$ cat config.mk
export PLATFORM = sky130hd
export DESIGN_NAME = stark_imul_sched
export DESIGN_NICKNAME = d
export VERILOG_FILES = /design/src/rtl/stark_imul_sched.sv
export SDC_FILE = /design/constraint.sdc
export NUM_CORES = 1
export LEC_CHECK = 0
export CORE_MARGIN = 5
export CORE_UTILIZATION = 52
export CTS_CLUSTER_SIZE = 8
export DETAILED_ROUTE_END_ITERATION = 8
export GPL_ROUTABILITY_DRIVEN = 0
export PLACE_DENSITY = 0.76
export SLEW_MARGIN = 10
export SYNTH_ARGS = -nofsm -noshare
export SYNTH_HDL_FRONTEND = slang
export SYNTH_SLANG_ARGS = --single-unit
export TNS_END_PERCENT = 50
$ cat constraint.sdc
create_clock -name clk -period 12.1 [get_ports clk]
set_clock_uncertainty 0.1 [all_clocks]
set_input_delay 1.21 -clock clk [delete_from_list [all_inputs] [get_ports clk]]
set_output_delay 1.21 -clock clk [all_outputs]
set_load 0.05 [all_outputs]
$ cat src/rtl/stark_imul_sched.sv
`default_nettype none
// stark_imul_sched: round-robin issue scheduler for a shared fixed-latency multiplier,
// with a LAT-deep shadow pipeline and a credit-protected, stomp-aware result FIFO.
module stark_imul_sched #(
  parameter int WID    = 64,
  parameter int NREQ   = 4,
  parameter int LAT    = 3,
  parameter int FDEPTH = 4,
  parameter int RW     = 5
) (
  input  logic                    clk,
  input  logic                    rst,
  input  logic [2**RW-1:0]        stomp,
  input  logic [NREQ-1:0]         req_i,
  input  logic [NREQ*RW-1:0]      req_rndx_i,
  output logic [NREQ-1:0]         gnt_o,
  output logic                    mul_valid_o,
  output logic [$clog2(NREQ)-1:0] mul_sel_o,
  input  logic [WID-1:0]          mul_res_i,
  output logic                    wb_valid_o,
  output logic [WID-1:0]          wb_data_o,
  output logic [RW-1:0]           wb_rndx_o,
  input  logic                    wb_ready_i,
  output logic                    busy_o
);
  localparam int SW = $clog2(NREQ);
  localparam int PW = $clog2(FDEPTH);
  localparam int CW = $clog2(FDEPTH + 1);
  localparam int IW = $clog2(LAT + 1);

  logic [SW-1:0]  rr_ptr;
  logic [LAT-1:0] sh_valid;
  logic [LAT-1:0] sh_used;
  logic [RW-1:0]  sh_rndx [LAT];
  logic [LAT-1:0] sh_live;

  logic [WID-1:0]    f_data [FDEPTH];
  logic [RW-1:0]     f_rndx [FDEPTH];
  logic [FDEPTH-1:0] f_kill;
  logic [PW-1:0]     rd_ptr, wr_ptr;
  logic [CW-1:0]     fifo_cnt;
  logic [IW-1:0]     inflight_cnt;
  logic [WID-1:0]    last_data;
  logic [RW-1:0]     last_rndx;

  logic [NREQ-1:0] elig;
  logic            credit;
  logic            issue;
  logic [SW-1:0]   sel;
  logic [SW-1:0]   arb_idx;
  logic [NREQ-1:0] gnt;
  logic [RW-1:0]   iss_rndx;
  logic            capture;
  logic            nonempty;
  logic            head_dead;
  logic            pop;

  always_comb begin
    elig = '0;
    for (int k = 0; k < NREQ; k++)
      elig[k] = req_i[k] & ~stomp[req_rndx_i[k*RW +: RW]];
  end

  // Slots stay consumed until they exit the shadow pipe, killed or not.
  always_comb begin
    inflight_cnt = '0;
    for (int s = 0; s < LAT; s++)
      inflight_cnt = inflight_cnt + IW'(sh_used[s]);
  end

  assign credit = (int'(fifo_cnt) + int'(inflight_cnt)) < FDEPTH;

  always_comb begin
    gnt     = '0;
    sel     = '0;
    issue   = 1'b0;
    arb_idx = '0;
    for (int i = 0; i < NREQ; i++) begin
      arb_idx = rr_ptr + SW'(i);
      if (!issue && !rst && credit && elig[arb_idx]) begin
        issue = 1'b1;
        sel   = arb_idx;
      end
    end
    if (issue)
      gnt[sel] = 1'b1;
  end

  always_comb begin
    iss_rndx = '0;
    for (int k = 0; k < NREQ; k++)
      if (SW'(k) == sel)
        iss_rndx = req_rndx_i[k*RW +: RW];
  end

  assign gnt_o       = gnt;
  assign mul_valid_o = issue;
  assign mul_sel_o   = sel;

  always_ff @(posedge clk or posedge rst) begin
    if (rst)
      rr_ptr <= '0;
    else if (issue)
      rr_ptr <= sel + SW'(1);
  end

  always_comb begin
    sh_live = '0;
    for (int s = 0; s < LAT; s++)
      sh_live[s] = sh_valid[s] & ~stomp[sh_rndx[s]];
  end

  assign capture = sh_live[LAT-1];

  always_ff @(posedge clk or posedge rst) begin
    if (rst) begin
      sh_valid <= '0;
      sh_used  <= '0;
      for (int s = 0; s < LAT; s++)
        sh_rndx[s] <= '0;
    end else begin
      sh_valid[0] <= issue;
      sh_used[0]  <= issue;
      sh_rndx[0]  <= iss_rndx;
      for (int s = 1; s < LAT; s++) begin
        sh_valid[s] <= sh_live[s-1];
        sh_used[s]  <= sh_used[s-1];
        sh_rndx[s]  <= sh_rndx[s-1];
      end
    end
  end

  assign nonempty   = fifo_cnt != '0;
  assign head_dead  = nonempty & (f_kill[rd_ptr] | stomp[f_rndx[rd_ptr]]);
  assign wb_valid_o = nonempty & ~head_dead;
  assign pop        = head_dead | (wb_valid_o & wb_ready_i);

  always_ff @(posedge clk or posedge rst) begin
    if (rst) begin
      for (int e = 0; e < FDEPTH; e++) begin
        f_data[e] <= '0;
        f_rndx[e] <= '0;
      end
      f_kill    <= '0;
      rd_ptr    <= '0;
      wr_ptr    <= '0;
      fifo_cnt  <= '0;
      last_data <= '0;
      last_rndx <= '0;
    end else begin
      for (int e = 0; e < FDEPTH; e++)
        if (stomp[f_rndx[e]])
          f_kill[e] <= 1'b1;
      // A capture is never stomped in its own cycle, so it enters un-killed.
      if (capture) begin
        f_data[wr_ptr] <= mul_res_i;
        f_rndx[wr_ptr] <= sh_rndx[LAT-1];
        f_kill[wr_ptr] <= 1'b0;
        wr_ptr         <= wr_ptr + PW'(1);
      end
      if (pop)
        rd_ptr <= rd_ptr + PW'(1);
      if (capture && !pop)
        fifo_cnt <= fifo_cnt + CW'(1);
      else if (!capture && pop)
        fifo_cnt <= fifo_cnt - CW'(1);
      if (nonempty) begin
        last_data <= f_data[rd_ptr];
        last_rndx <= f_rndx[rd_ptr];
      end
    end
  end

  assign wb_data_o = nonempty ? f_data[rd_ptr] : last_data;
  assign wb_rndx_o = nonempty ? f_rndx[rd_ptr] : last_rndx;
  assign busy_o    = nonempty | (inflight_cnt != '0);

  no_overflow: assert property (@(posedge clk) disable iff (rst)
    !(capture && fifo_cnt == CW'(FDEPTH)));

endmodule
`default_nettype wire

==> reports/summary.json, run 1 <==
{
  "total_detailed_routing_wirelength": {"value": 48.4, "unit": "mm"},
  "setup_viol": {"value": 0},
  "drv.max_cap_violation_count": {"value": 0},
  "synth_seq_area_share": {"value": 48.4, "unit": "%"},
  "htree_num_levels": {"value": 2},
  "crit_path_cell_trace": {"value": "clkdlybuf4s50_1 > mux4_2 > nand2b_1 > a41oi_1 > and4_1 > o21ai_0 > o21a_1 > o211ai_2 > nand3_1 > o31ai_1 > ha_1 > and2_1 > clkdlybuf4s50_1"},
  "postCtsHoldBufs": {"value": 0},
  "post_synth_simple_gate_area": {"value": 6.95, "unit": "%"},
  "layout_common_cells": {"value": "sky130_fd_sc_hd__dfrtp_1 (376), sky130_fd_sc_hd__mux2_2 (259), sky130_fd_sc_hd__nand2_1 (232)"},
  "cp_data_required_time": {"value": 10.79, "unit": "ns"},
  "most_frequent_standard_cell_in_the_layout_excluding_fill_and_tap_cells": {"value": "sky130_fd_sc_hd__dfrtp_1"},
  "fmax": {"value": 140, "unit": "MHz"},
  "pre_cts_slack": {"value": 5.01, "unit": "ns"},
  "synth_top_family_by_area": {"value": "multiplexers"},
  "insertion_delay_of_the_later_clocked_pin_in_the_worst_skew_pair": {"value": 0.60, "unit": "ns"},
  "synth_seq_cells": {"value": 378},
  "cts_max_path_buffers": {"value": 3},
  "crit_slowest_cell": {"value": "sky130_fd_sc_hd__clkdlybuf4s50_1"},
  "num_antenna_cells": {"value": 0},
  "grt_pass1_vias": {"value": 13739},
  "share_clk_of_total_power": {"value": 21.9, "unit": "%"},
  "worst-slew-pin-transition": {"value": 1.07, "unit": "ns"},
  "path_clk_slew": {"value": 0.05, "unit": "ns"},
  "clk_root_buffer_cell": {"value": "sky130_fd_sc_hd__clkbuf_16"},
  "clkSinkCount": {"value": 378},
  "layout-area-overhead-vs-synth": {"value": 18.5, "unit": "%"},
  "vdd_drop_max": {"value": 0.000151, "unit": "V"},
  "timing.critical_path.arrival": {"value": 5.83, "unit": "ns"},
  "hold_path_class": {"value": "reg2reg"},
  "crit_top_cell": {"value": "sky130_fd_sc_hd__clkdlybuf4s50_1"},
  "p_leak": {"value": 10.7, "unit": "nW"},
  "cell_internal_power": {"value": 3.71, "unit": "mW"},
  "drc": {"value": 0},
  "number_of_core_rows": {"value": 71},
  "p_sw": {"value": 2.18, "unit": "mW"},
  "ys.flop_type": {"value": "sky130_fd_sc_hd__dfrtp_1"},
  "mappedNetlistArea": {"value": 19500, "unit": "sq um"},
  "synth.net_count": {"value": 1570},
  "power_per_cell_area": {"value": 255, "unit": "nW/um^2"},
  "timing.setup.critical_path_class": {"value": "in2out"},
  "endpoint_kind": {"value": "primary output"},
  "fp.dieH": {"value": 204, "unit": "microns"},
  "placed_cell_area": {"value": 21700, "unit": "sq um"},
  "tot_gr_track_use": {"value": 23.5, "unit": "%"},
  "power_frac_seq": {"value": 35.8, "unit": "%"},
  "worstReg2RegStart": {"value": "rd_ptr[1]$_DFFE_PP0P_"},
  "vias": {"value": 12588},
  "core_area": {"value": 37400, "unit": "sq um"},
  "hold_viol": {"value": 0},
  "synthArstFlopShare": {"value": 100, "unit": "%"},
  "rsz0062_at_grt": {"value": "false"},
  "grt_remaining_overflow": {"value": 0},
  "maximum_number_of_pins_on_one_net_before_global_route_repair": {"value": 146},
  "netlist_top_cells_area": {"value": "sky130_fd_sc_hd__dfrtp_1 (48%), sky130_fd_sc_hd__mux4_2 (18%), sky130_fd_sc_hd__mux2_2 (15%)"},
  "tns": {"value": 0, "unit": "ns"},
  "synth-compound-area-share": {"value": 2.80, "unit": "%"},
  "cts_tree": {"value": "built"},
  "fp.dieArea": {"value": 41500, "unit": "sq um"},
  "port_buffers": {"value": 200},
  "ioPinCount": {"value": 201},
  "syn_inst": {"value": 1435},
  "design_power_total": {"value": 5.90, "unit": "mW"},
  "first_iter_violations": {"value": 875},
  "tcrit_tclk_final": {"value": 59.0, "unit": "%"},
  "design_area": {"value": 23100, "unit": "sq um"},
  "critical_path.max_fanout": {"value": 13},
  "holdCritStartpoint": {"value": "sh_used[1]$_DFF_PP0_"},
  "worst_slew_margin_rel": {"value": 28.8, "unit": "%"},
  "vias_per_cell": {"value": 6.01},
  "comb_power_share": {"value": 42.3, "unit": "%"},
  "synthesis.area_per_instance": {"value": 13.6, "unit": "sq um"},
  "antenna_found_initial": {"value": 1},
  "min_period": {"value": 7.14, "unit": "ns"},
  "timing.final.ws_setup": {"value": 4.96, "unit": "ns"},
  "run_status": {"value": "finished clean"},
  "cts_resized": {"value": 0},
  "post_route_cells_drive_above_1_share": {"value": 32.7, "unit": "%"},
  "synth-edff-count": {"value": 0},
  "area_share_of_xor_xnor_cells_in_the_synthesized_design": {"value": 0.269, "unit": "%"},
  "muxShareOfSynthArea": {"value": 37.5, "unit": "%"},
  "route.detailed.wl_per_inst": {"value": 23.1, "unit": "microns"},
  "synthesis.yosys.warnings": {"value": 0},
  "adder_and_majority_gate_portion_of_the_synthesized_area": {"value": 0.846, "unit": "%"},
  "start_util": {"value": 52.2, "unit": "%"},
  "timing.reg2reg.worst_path_depth": {"value": 14},
  "yosysTopAreaCellShare": {"value": 48.4, "unit": "%"},
  "worst-r2r-setup-slack": {"value": 7.69, "unit": "ns"},
  "synth_area_leader_cell": {"value": "sky130_fd_sc_hd__dfrtp_1"},
  "synth_cell_types": {"value": 52},
  "cts_inserted_buffers": {"value": 53},
  "maxSlewViolCount": {"value": 0},
  "grt_pass1_wl": {"value": 77.5, "unit": "mm"},
  "drtPass1Iterations": {"value": 4},
  "r2r-end": {"value": "fifo_cnt[2]$_DFFE_PP0P_"},
  "detailed_place_hpwl": {"value": 30.0, "unit": "mm"},
  "hold_path_end": {"value": "sh_used[2]$_DFF_PP0_"},
  "switching_portion_of_total_power": {"value": 37.0, "unit": "%"},
  "worst_setup_path_start_kind": {"value": "input pin"},
  "fin_nets": {"value": 1712},
  "cpPeakStageDelay": {"value": 0.89, "unit": "ns"},
  "postCtsSetupBuffers": {"value": 0},
  "route.antenna.remaining_nets": {"value": 0},
  "hold-path-cell-count": {"value": 0},
  "die-width": {"value": 204, "unit": "microns"}
}
[cell type report]
type                       count  area, sq um
fill                        2826        14300
multi-input combinational    916         9480
sequential                   378         9470
timing repair buffer         211         2080
clock buffer                  55         1330
tap                          511          639
inverter                      17         71.3
clock inverter                 5         65.1
[through the flow]
| step | hold slack, ns | instances | util, % |
|---|---|---|---|
| detailed placement | 0.289 | 2033 | 58.1 |
| global route | 0.303 | 2093 | 61.9 |
| CTS | 0.274 | 2093 | 61.9 |
| finish | 0.280 | 2093 | 61.9 |
| floorplan | 0.252 | 1435 | - |
| global placement | 0.285 | 2033 | 58.1 |
[worst max-delay path: cells and delay by family]
family / cells / cell delay [ns]
AO/OA/AOI/OAI: 5 / 1.29
adder cells (fa/ha/maj): 1 / 0.46
buffers and inverters: 2 / 1.68
multiplexers: 1 / 0.41
AND/OR/NAND/NOR: 4 / 0.76
[kinds of logic after synthesis]
| group | after synthesis |
|---|---|
| AO/OA/AOI/OAI | 81 |
| XOR/XNOR | 6 |
| adder cells (fa/ha/maj) | 12 |
| buffers and inverters | 141 |
| flip-flops | 378 |
| multiplexers | 496 |
| AND/OR/NAND/NOR | 321 |
[synth_stat cells (all sizes together) (3+ instances only)]
library cell  count
mux2i            61
nor2             25
o21ai            12
a211oi            6
mux4            155
nor2b            13
dfrtp           378
clkbuf           66
o31ai             3
and4              3
a22oi            17
a21oi            24
xnor2             4
and2             12
nand2           236
buf              58
ha               10
nand2b            8
inv              17
nand3            13
o211ai            4
mux2            280
[registers in the layout, summed over array words and instances (netlist names), 3 cells and up]
name,flops
sh_used,3
fifo_cnt,3
last_rndx,5
f_rndx,20
sh_rndx,15
f_data,256
last_data,64
f_kill,4
[worst max-delay path by stage]
stage / from / end / slack (ns) / depth (start not counted)
global route: req_rndx_i[17] / gnt_o[2] / 4.69 / 13
finish: req_rndx_i[17] / gnt_o[2] / 4.96 / 13
floorplan: rst / f_data[0]$_DFFE_PP0P_ / 0.29 / 1
global placement: req_rndx_i[17] / gnt_o[2] / 5.23 / 13
detailed placement: req_rndx_i[2] / gnt_o[2] / 5.01 / 13
CTS: req_rndx_i[2] / gnt_o[2] / 5.00 / 13
[layer usage]
layer / wire (microns) / vias up / GRT usage (%)
met5: 13 / - / 0
met4: 1060 / 2 / 7.18
met3: 3080 / 89 / 5.12
met2: 24300 / 414 / 39.8
met1: 19900 / 6583 / 30.8
li1: - / 5500 / -
[power groups by stage]
stage          registers (mW)  logic, mW  clock network (mW)
6_report                 2.11       2.49                1.29
5_1_grt                  2.18       2.66                1.38
4_1_cts                  2.11       2.51                1.33
3_5_place_dp             2.13       2.50                   0
3_3_place_gp             2.10       2.45                   0
2_1_floorplan            1.94       1.97                   0
Note: power is estimated with default switching activity, not from simulation.
==> inputs of run 2 (changes only) <==
--- a/config.mk
+++ b/config.mk
@@ -6,11 +6,11 @@
 export NUM_CORES = 1
 export LEC_CHECK = 0
 export CORE_MARGIN = 5
-export CORE_UTILIZATION = 52
+export CORE_UTILIZATION = 58
 export CTS_CLUSTER_SIZE = 8
 export DETAILED_ROUTE_END_ITERATION = 8
 export GPL_ROUTABILITY_DRIVEN = 0
-export PLACE_DENSITY = 0.76
+export PLACE_DENSITY = 0.8
 export SLEW_MARGIN = 10
 export SYNTH_ARGS = -nofsm -noshare
 export SYNTH_HDL_FRONTEND = slang
==> constraint.sdc (replaced) <==
create_clock -name clk -period 7.1 [get_ports clk]
set_clock_uncertainty 0.1 [all_clocks]
set_input_delay 0.71 -clock clk [delete_from_list [all_inputs] [get_ports clk]]
set_output_delay 0.71 -clock clk [all_outputs]
set_load 0.05 [all_outputs]
==> run 2 against run 1 <==
Net effect:
- power rose by 71%
- first-iteration DRC count is 11% higher
- combinational power increased by 71%
- die area shrank 9.8%
- register-to-register slack lost 4.9 ns
- via count up 1.8%
- hold slack gained 0.022 ns
- largest power group unchanged
- cell count is 3.0% lower
==> reports/summary.json, run 2 (synthesis gave the netlist of run 1 again) <==
{
  "run_status": {"value": "finished clean", "change": "unchanged"},
  "rsz0062_at_grt": {"value": "false", "change": "unchanged"},
  "cts_inserted_buffers": {"value": 53, "change": "unchanged"},
  "largest_register": {"value": "f_data", "change": "unchanged"},
  "postCtsHoldBufs": {"value": 0, "change": "unchanged"},
  "post_route_cells_drive_above_1_share": {"value": 32.7, "unit": "%", "change": "about the same"},
  "drc": {"value": 0, "change": "unchanged"},
  "htree_num_levels": {"value": 2, "change": "unchanged"},
  "vias_per_cell": {"value": 6.31, "change": "was 6.01"},
  "ioPinCount": {"value": 201, "change": "unchanged"},
  "share_clk_of_total_power": {"value": 21.9, "unit": "%", "change": "about the same"},
  "endpoint_kind": {"value": "primary output", "change": "unchanged"},
  "number_of_core_rows": {"value": 67, "change": "was 71"},
  "num_antenna_cells": {"value": 0, "change": "unchanged"},
  "power_frac_seq": {"value": 35.8, "unit": "%", "change": "about the same"},
  "vias": {"value": 12813, "change": "was 12,588"},
  "die-width": {"value": 193, "unit": "microns", "change": "was 204 microns"},
  "worst_slew_margin_rel": {"value": 29.8, "unit": "%", "change": "was 28.8%"},
  "pre_cts_slack": {"value": 1.02, "unit": "ns", "change": "was 5.01 ns"},
  "route.detailed.wl_per_inst": {"value": 23.7, "unit": "microns", "change": "was 23.1 microns"},
  "p_sw": {"value": 3.73, "unit": "mW", "change": "was 2.18 mW"},
  "tns": {"value": 0, "unit": "ns", "change": "unchanged"},
  "path_clk_slew": {"value": 0.05, "unit": "ns", "change": "about the same"},
  "cp_data_required_time": {"value": 6.29, "unit": "ns", "change": "was 10.79 ns"},
  "timing.setup.critical_path_class": {"value": "in2out", "change": "unchanged"},
  "post-route-util": {"value": 69.2, "unit": "%", "change": "was 61.9%"},
  "postCtsSetupBuffers": {"value": 0, "change": "unchanged"},
  "largest_reg_flops": {"value": 256, "change": "unchanged"},
  "switching_portion_of_total_power": {"value": 37.0, "unit": "%", "change": "about the same"},
  "worst_setup_path_start_kind": {"value": "input pin", "change": "unchanged"},
  "power_per_cell_area": {"value": 437, "unit": "nW/um^2", "change": "was 255 nW/um^2"},
  "grt_pass1_wl": {"value": 77.7, "unit": "mm", "change": "was 77.5 mm"},
  "clk_root_buffer_cell": {"value": "sky130_fd_sc_hd__clkbuf_16", "change": "unchanged"},
  "start_util": {"value": 58.5, "unit": "%", "change": "was 52.2%"},
  "hold_path_class": {"value": "reg2reg", "change": "unchanged"},
  "maximum_number_of_pins_on_one_net_before_global_route_repair": {"value": 187, "change": "was 146"},
  "grt_remaining_overflow": {"value": 0, "change": "unchanged"},
  "most_frequent_standard_cell_in_the_layout_excluding_fill_and_tap_cells": {"value": "sky130_fd_sc_hd__dfrtp_1", "change": "unchanged"},
  "maxSlewViolCount": {"value": 0, "change": "unchanged"},
  "setup_viol": {"value": 0, "change": "unchanged"},
  "clkSinkCount": {"value": 378, "change": "unchanged"},
  "cts_resized": {"value": 0, "change": "unchanged"},
  "vdd_drop_max": {"value": 0.000262, "unit": "V", "change": "was 0.000151 V"},
  "port_buffers": {"value": 200, "change": "unchanged"},
  "layout_common_cells": {"value": "sky130_fd_sc_hd__dfrtp_1 (376), sky130_fd_sc_hd__mux2_2 (259), sky130_fd_sc_hd__nand2_1 (232)", "change": "unchanged"},
  "worst-slew-pin-transition": {"value": 1.05, "unit": "ns", "change": "was 1.07 ns"},
  "core_area": {"value": 33400, "unit": "sq um", "change": "was 37,400 sq um"},
  "cell_internal_power": {"value": 6.36, "unit": "mW", "change": "was 3.71 mW"},
  "post_layout_nonfiller_instances": {"value": 2031, "change": "was 2,093"},
  "leading_registers_by_flop_count": {"value": "f_data (256), last_data (64), f_rndx (20)", "change": "unchanged"},
  "fp.dieArea": {"value": 37400, "unit": "sq um", "change": "was 41,500 sq um"},
  "drtPass1Iterations": {"value": 5, "change": "was 4"},
  "min_period": {"value": 6.12, "unit": "ns"},
  "fp.dieH": {"value": 193, "unit": "microns", "change": "was 204 microns"},
  "fin_nets": {"value": 1713, "change": "was 1,712"},
  "tot_gr_track_use": {"value": 25.7, "unit": "%", "change": "was 23.5%"},
  "timing.final.ws_setup": {"value": 0.980, "unit": "ns", "change": "was 4.96 ns"},
  "layout-area-overhead-vs-synth": {"value": 18.3, "unit": "%", "change": "was 18.5%"},
  "critical_path.max_fanout": {"value": 13, "change": "unchanged"},
  "comb_power_share": {"value": 42.2, "unit": "%", "change": "was 42.3%"},
  "tcrit_tclk_final": {"value": 86.2, "unit": "%"},
  "cts_tree": {"value": "built", "change": "unchanged"},
  "grt_pass1_vias": {"value": 13835, "change": "was 13,739"},
  "antenna_found_initial": {"value": 0, "change": "was 1"},
  "drv.max_cap_violation_count": {"value": 0, "change": "unchanged"},
  "fmax": {"value": 163, "unit": "MHz"},
  "timing.critical_path.arrival": {"value": 5.31, "unit": "ns", "change": "was 5.83 ns"},
  "first_iter_violations": {"value": 968, "change": "was 875"},
  "detailed_place_hpwl": {"value": 29.9, "unit": "mm", "change": "was 30.0 mm"},
  "route.antenna.remaining_nets": {"value": 0, "change": "unchanged"},
  "cts_max_path_buffers": {"value": 3, "change": "unchanged"},
  "hold_viol": {"value": 0, "change": "unchanged"},
  "insertion_delay_of_the_later_clocked_pin_in_the_worst_skew_pair": {"value": 0.57, "unit": "ns", "change": "was 0.60 ns"},
  "total_detailed_routing_wirelength": {"value": 48.2, "unit": "mm", "change": "was 48.4 mm"},
  "dpl.cell_count": {"value": 1971, "change": "was 2,033"},
  "p_leak": {"value": 10.7, "unit": "nW", "change": "about the same"}
}
-- run 2: cell count changes in the layout (fill, tap and decap cells not counted) --
cell / delta
sky130_fd_sc_hd__clkinv_8: -1
sky130_fd_sc_hd__inv_8: -1
sky130_fd_sc_hd__buf_12: +1
sky130_fd_sc_hd__clkinvlp_4: +1
sky130_fd_sc_hd__clkbuf_16: +1
sky130_fd_sc_hd__clkinv_2: -1
sky130_fd_sc_hd__clkbuf_8: +1
-- run 2: power by group through the flow --
stage	Sequential, mW	Clock [mW]	Combinational (mW)
after floorplan	3.31	0	3.35
after global placement	3.57	0	4.17
after detailed placement	3.63	0	4.26
after CTS	3.62	2.26	4.29
after global routing	3.73	2.35	4.54
final	3.62	2.21	4.26
-- run 2: critical path: stages --
cell	delay, ns
sky130_fd_sc_hd__clkdlybuf4s50_1	0.90
sky130_fd_sc_hd__mux4_2	0.40
sky130_fd_sc_hd__nand2b_1	0.16
sky130_fd_sc_hd__a41oi_1	0.26
sky130_fd_sc_hd__and4_1	0.28
sky130_fd_sc_hd__o21ai_0	0.13
sky130_fd_sc_hd__o21a_1	0.20
sky130_fd_sc_hd__o211ai_2	0.28
sky130_fd_sc_hd__nand3_1	0.15
sky130_fd_sc_hd__o31ai_1	0.40
sky130_fd_sc_hd__ha_1	0.46
sky130_fd_sc_hd__and2_1	0.18
sky130_fd_sc_hd__clkdlybuf4s50_1	0.80
-- run 2: path summary, 6_finish.rpt --
check	startpoint	end	slack, ns	cells past startpoint
worst max-delay path	req_rndx_i[17]	gnt_o[2]	0.98	13
worst min-delay path	sh_used[1]$_DFF_PP0_	sh_used[2]$_DFF_PP0_	0.30	0
worst max register to register	rd_ptr[1]$_DFFE_PP0P_	fifo_cnt[2]$_DFFE_PP0P_	2.78	14
worst min register to register	sh_used[1]$_DFF_PP0_	sh_used[2]$_DFF_PP0_	0.30	0
max in group asynchronous	rst	f_data[116]$_DFFE_PP0P_	4.75	4
min in group asynchronous	rst	fifo_cnt[1]$_DFFE_PP0P_	0.68	3
-- run 2: metal layers --
layer,track usage [%],up-vias,wire length (microns)
met1,34.1,6650,19200
met5,0,-,0
li1,-,5522,-
met3,5.72,112,3480
met4,6.92,0,1160
met2,43.5,529,24300
-- run 2: cell type report --
class                           instances  area [sq um]
Inverter                               17          67.6
Multi-Input combinational cell        916          9480
Clock inverter                          3          43.8
Tap cell                              448           561
Timing Repair Buffer                  212          2100
Sequential cell                       378          9470
Fill cell                            2306         10300
Clock buffer                           57          1370
-- run 2: per-stage QoR --
stage	hold WS (ns)	power [mW]	area, sq um
floorplan	0.252	6.66	19500
global route	0.309	10.6	23100
detailed placement	0.295	7.89	21700
global placement	0.286	7.74	21700
CTS	0.305	10.2	23100
finish	0.302	10.1	23100
